<file path="config.mk">
export PLATFORM = sky130hd
export DESIGN_NAME = ex_mem_reg
export DESIGN_NICKNAME = d
export VERILOG_FILES = /design/src/rtl/ex_mem_reg.sv
export SDC_FILE = /design/constraint.sdc
export NUM_CORES = 1
export LEC_CHECK = 0
export CAP_MARGIN = 10
export CORE_MARGIN = 2
export CORE_UTILIZATION = 35
export DETAILED_ROUTE_END_ITERATION = 10
export PLACE_DENSITY_LB_ADDON = 0.25
export SLEW_MARGIN = 20
export SYNTH_ARGS = -nofsm -noshare
export SYNTH_HDL_FRONTEND = slang
export SYNTH_SLANG_ARGS = --single-unit
</file>
<file path="constraint.sdc">
create_clock -name clk -period 2 [get_ports clk]
set_clock_uncertainty 0.05 [all_clocks]
set_input_delay 0.2 -clock clk [delete_from_list [all_inputs] [get_ports clk]]
set_output_delay 0.2 -clock clk [all_outputs]
set_load 0.005 [all_outputs]
</file>
<file path="src/rtl/ex_mem_reg.sv">
// EX/MEM pipeline register: holds on data-memory stall, loads bubbles on flush,
// freezes after a valid HALT, and counts memory-stall cycles (saturating).
module ex_mem_reg (
  input  logic        clk,
  input  logic        rst_n,
  input  logic        ex_valid,
  input  logic        ex_HALT,
  input  logic        ex_MemWrite,
  input  logic        ex_MemRead,
  input  logic        ex_RegWrite,
  input  logic        ex_MemToReg,
  input  logic [2:0]  ex_writeReg,
  input  logic [15:0] ex_ALUResult,
  input  logic [15:0] ex_storeData,
  input  logic        flush,
  input  logic        Stall_DM,
  output logic        mem_valid,
  output logic        HALT,
  output logic        MemWrite,
  output logic        MemRead,
  output logic        RegWrite,
  output logic        MemToReg,
  output logic [2:0]  writeReg,
  output logic [15:0] dataAddress,
  output logic [15:0] writeData,
  output logic        stall_upstream,
  output logic        halted,
  output logic [15:0] stall_count
);

  typedef enum logic {RUN = 1'b0, HALTED = 1'b1} state_t;

  state_t      state_q, state_d;
  logic        load_en, cnt_inc, take;
  logic        vld_p1;
  logic        halt_p1, mw_p1, mr_p1, rw_p1, m2r_p1;
  logic [2:0]  wreg_p1;
  logic [15:0] addr_p1, wdata_p1;
  logic [15:0] stall_cnt_p1;

  function automatic logic [15:0] sat_inc(input logic [15:0] v);
    return (v == 16'hFFFF) ? v : v + 16'd1;
  endfunction

  assign take = ex_valid & ~flush;

  always_comb begin
    state_d = state_q;
    load_en = 1'b0;
    cnt_inc = 1'b0;
    case (state_q)
      RUN: begin
        load_en = ~Stall_DM;
        cnt_inc = Stall_DM & vld_p1;
        if (~Stall_DM && take && ex_HALT) state_d = HALTED;
      end
      HALTED: begin
        state_d = HALTED;
      end
      default: state_d = RUN;
    endcase
  end

  always_ff @(posedge clk or negedge rst_n) begin
    if (!rst_n) state_q <= RUN;
    else        state_q <= state_d;
  end

  // EX -> MEM boundary: a flushed slot loads all zeros; otherwise control is gated by ex_valid
  always_ff @(posedge clk or negedge rst_n) begin
    if (!rst_n) begin
      vld_p1   <= 1'b0;
      halt_p1  <= 1'b0;
      mw_p1    <= 1'b0;
      mr_p1    <= 1'b0;
      rw_p1    <= 1'b0;
      m2r_p1   <= 1'b0;
      wreg_p1  <= 3'd0;
      addr_p1  <= 16'd0;
      wdata_p1 <= 16'd0;
    end else if (load_en) begin
      if (flush) begin
        vld_p1   <= 1'b0;
        halt_p1  <= 1'b0;
        mw_p1    <= 1'b0;
        mr_p1    <= 1'b0;
        rw_p1    <= 1'b0;
        m2r_p1   <= 1'b0;
        wreg_p1  <= 3'd0;
        addr_p1  <= 16'd0;
        wdata_p1 <= 16'd0;
      end else begin
        vld_p1   <= ex_valid;
        halt_p1  <= ex_HALT & ex_valid;
        mw_p1    <= ex_MemWrite & ex_valid;
        mr_p1    <= ex_MemRead & ex_valid;
        rw_p1    <= ex_RegWrite & ex_valid;
        m2r_p1   <= ex_MemToReg & ex_valid;
        wreg_p1  <= ex_writeReg;
        addr_p1  <= ex_ALUResult;
        wdata_p1 <= ex_storeData;
      end
    end
  end

  always_ff @(posedge clk or negedge rst_n) begin
    if (!rst_n)       stall_cnt_p1 <= 16'd0;
    else if (cnt_inc) stall_cnt_p1 <= sat_inc(stall_cnt_p1);
  end

  assign halted         = (state_q == HALTED);
  assign stall_upstream = Stall_DM | halted;
  assign mem_valid      = vld_p1;
  assign HALT           = halt_p1 & vld_p1;
  assign MemWrite       = mw_p1 & vld_p1;
  assign MemRead        = mr_p1 & vld_p1;
  assign RegWrite       = rw_p1 & vld_p1;
  assign MemToReg       = m2r_p1 & vld_p1;
  assign writeReg       = wreg_p1;
  assign dataAddress    = addr_p1;
  assign writeData      = wdata_p1;
  assign stall_count    = stall_cnt_p1;

endmodule
</file>
==> results.sh <==
export IMPL_status="completed"
export IMPL_period_needed_ns=1.81
export IMPL_via_per_inst=4.56
export IMPL_drv_cap=0
export IMPL_synth_most_common_cell="dfrtp_1"
export IMPL_power_switching_mw=0.995
export IMPL_postCtsResizedCells=0
export IMPL_crit_path_top_delay_cell="clkdlybuf4s50_1"
export IMPL_cp_required_ns=1.75
export IMPL_first_pass_iters=4
export IMPL_syn_nets=295
export IMPL_overflow=0
export IMPL_reg2reg_from="stall_count[1]"
export IMPL_crit_start="halted"
export IMPL_antenna_found_initial=0
export IMPL_dieArea_um2=8010
export IMPL_drv_slew=0
export IMPL_rsz0062_at_grt="no"
export IMPL_yosysTopAreaCellShare_pct=56.8
export IMPL_ant_nets=0
export IMPL_cp_end_kind="primary output"
export IMPL_p_comb_share_pct=29.2
export IMPL_cts_sinks=58
export IMPL_path_cells="or2_2 -> clkdlybuf4s50_1"
export IMPL_ys_seq_area_share_pct=56.8
export IMPL_clk_pin_slew_worst_paths_ns=0.06
export IMPL_dpl_hpwl_um=4240
export IMPL_synth_cell_types=31
export IMPL_crit_family="buffers and inverters"
export IMPL_peakVddDrop_v=0.000413
export IMPL_pre_cts_ws_ns=0.0447
export IMPL_die_h_um=89.5
export IMPL_hold_viol_final=0
export IMPL_drtIter0Drc=69
export IMPL_worst_path_max_fanout=5
export IMPL_post_route_period_util_pct=90.5
export IMPL_grt_usage_pct=15.5
export IMPL_switching_share_pct=26.4
export IMPL_cts_max_level=3
export IMPL_synth_top_family_by_area="simple AND/OR/NAND/NOR gates"
export IMPL_top_level_ports=104
export IMPL_worst_pin_slew_ns=0.633
export IMPL_cts_buffer_depth=2
export IMPL_start_kind="flop"
export IMPL_diodes=0
export IMPL_muxShareOfSynthArea_pct=0.440
export IMPL_synth_area_top_cells="dfrtp_1, nand2b_1, o21ai_0"
export IMPL_initial_utilization_pct=35.6
export IMPL_final_core_util_pct=54.7
export IMPL_power_density_nw_per_um2=960
export IMPL_ys_warnings_count=0
export IMPL_synth_area_per_cell_um2=10.3
export IMPL_gp_congestion=0.743
export IMPL_clock_root_buffer="clkbuf_8"
export IMPL_num_rows=31
export IMPL_num_vias=2121
export IMPL_path_buf_inv=1
export IMPL_synth_common_cells="dfrtp_1, nand2_1, o21ai_0"
export IMPL_synthArstFlopShare_pct=100
export IMPL_cp_arrival_ns=1.56
export IMPL_fin_ws_ns=0.191
export IMPL_cts_tree="done"
export IMPL_hold_class="input pin to asynchronous set/reset pin"
export IMPL_drive_gt1_share_pct=10.9
export IMPL_finalPower_mw=3.77
export IMPL_portBuffers=103
export IMPL_drt_total_wl_um=5880
export IMPL_cp_slowest_stage_delay_ns=0.50
export IMPL_area_delta_synth_final_pct=53.5
export IMPL_route_detailed_drc=0
export IMPL_tns_ns=0
export IMPL_clockPowerShare_pct=25.8
export IMPL_fmax_mhz=553
export IMPL_die_x_um=89.5
export IMPL_grt_start_max_net_pins=78
export IMPL_netlist_area_um2=2560
export IMPL_nets=407
export IMPL_fillCellCount=653
export IMPL_clock_latency_ns=0.32
export IMPL_postSynthCellCount=249
export IMPL_numCtsBuffers=9
export IMPL_synth_flop_cell="dfrtp_1"
export IMPL_synth_seq_cells=58
export IMPL_path_class="flop to primary output"
export IMPL_setup_viol=0
export IMPL_placed_area_um2=3730
export IMPL_synth_area_leader_cell="dfrtp_1"
export IMPL_leakage_nw=1.75
export IMPL_synthAdderAreaFrac_pct=0.489
export IMPL_final_area_um2=3930
export IMPL_post_drt_wl_per_cell_um=12.6
export IMPL_p_int_mw=2.77
export IMPL_synth_xor_area_share_pct=4.79
export IMPL_grt_pass1_wl_um=9370
export IMPL_synth_compound_area_share_pct=9.78
export IMPL_core_um2=7180
export IMPL_slew_headroom_pct=57.8
export IMPL_synth_edff_count=0
export IMPL_synth_simple_area_share_pct=25.8
export IMPL_first_global_vias=2027
export IMPL_power_frac_seq_pct=45.0
==> cell families (layout without fill, tap and decap cells) <==
| logic type | Yosys count | in the layout |
|---|---|---|
| compound gates | 45 | 45 |
| simple gates | 117 | 117 |
| mux | 1 | 1 |
| buf+inv | 13 | 130 |
| xor+xnor | 14 | 14 |
| fa+ha+maj | 1 | 1 |
| flops | 58 | 58 |
==> final cells by class <==
class,count,area (µm²),area share [%]
sequential,58,1450,37.0
timing repair buffer,114,1110,28.3
clock buffer,14,173,4.40
multi-input combinational,178,1060,26.9
clock inverter,2,10.0,0.255
tap,99,124,3.16
==> tightest hold or removal path, stage by stage <==
cell and delay, ns:
dlygate4sd3_1 0.52, buf_2 0.11, buf_4 0.29
==> layout by cell type, fill, tap and decap left out, types with 2 or more instances in the layout <==
| master | Yosys | routed |
|---|---|---|
| clkinv_2 | 0 | 2 |
| and2_2 | 5 | 5 |
| nand3_1 | 5 | 5 |
| nor3_1 | 6 | 6 |
| a22o_1 | 4 | 4 |
| xnor2_1 | 2 | 2 |
| xor2_1 | 12 | 12 |
| nand2_1 | 41 | 41 |
| buf_4 | 0 | 10 |
| nor2_1 | 6 | 6 |
| clkbuf_8 | 0 | 12 |
| clkbuf_1 | 12 | 2 |
| nand2b_1 | 35 | 35 |
| clkdlybuf4s50_1 | 0 | 102 |
| nand4_1 | 6 | 6 |
| dfrtp_1 | 58 | 58 |
| and4_1 | 2 | 2 |
| o21ai_0 | 38 | 38 |
==> worst paths after layout <==
check | endpoint | slack, ns | cells after the start
setup / recovery | stall_upstream | 0.19 | 2
hold / removal | stall_count[2] | 0.35 | 3
setup reg to reg | stall_count[1] | 0.26 | 5
hold reg to reg | halt_p1 | 0.42 | 2
max in group asynchronous | writeData[5] | 1.16 | 3
min in group clk | dataAddress[1] | 0.38 | 3
==> sequential cells by signal, indices dropped and copies added, names as in the netlist <==
name         count
dataAddress     16
m2r_p1           1
halted           1
mem_valid        1
mr_p1            1
writeReg         3
rw_p1            1
writeData       16
mw_p1            1
stall_count     16
halt_p1          1
==> metal layers <==
layer / up-vias / wire, µm / share of wire, % / GRT usage, %
li1: 1061 / - / - / -
met1: 984 / 2630 / 45 / 19.9
met2: 72 / 2760 / 47 / 23.4
met3: 4 / 442 / 7.5 / 5.36
met4: 0 / 51 / 0.87 / 7.73
met5: - / 0 / 0 / 0
==> power groups by stage <==
| stage | logic [mW] | registers, mW | clock network, mW |
|---|---|---|---|
| 3_5_place_dp | 1.12 | 1.71 | 0 |
| 3_3_place_gp | 1.10 | 1.71 | 0 |
| 5_1_grt | 1.24 | 1.74 | 1.04 |
| 2_1_floorplan | 0.272 | 1.72 | 0 |
| 6_report | 1.10 | 1.70 | 0.973 |
| 4_1_cts | 1.13 | 1.70 | 1.01 |
==> timing repair <==
item | CTS | global route
endpoints found under the hold margin | 58 | 0
endpoints found under the setup margin | 0 | 0
hold buffers | 1 | 0
buffers inserted | 0 | 0
==> through the flow <==
stage	instances	hold WS [ns]
2_1_floorplan	249	-0.146
3_3_place_gp	448	0.158
3_5_place_dp	448	0.160
4_1_cts	465	0.346
5_1_grt	465	0.380
6_report	465	0.352
Note: power is estimated with default switching activity, not from simulation.
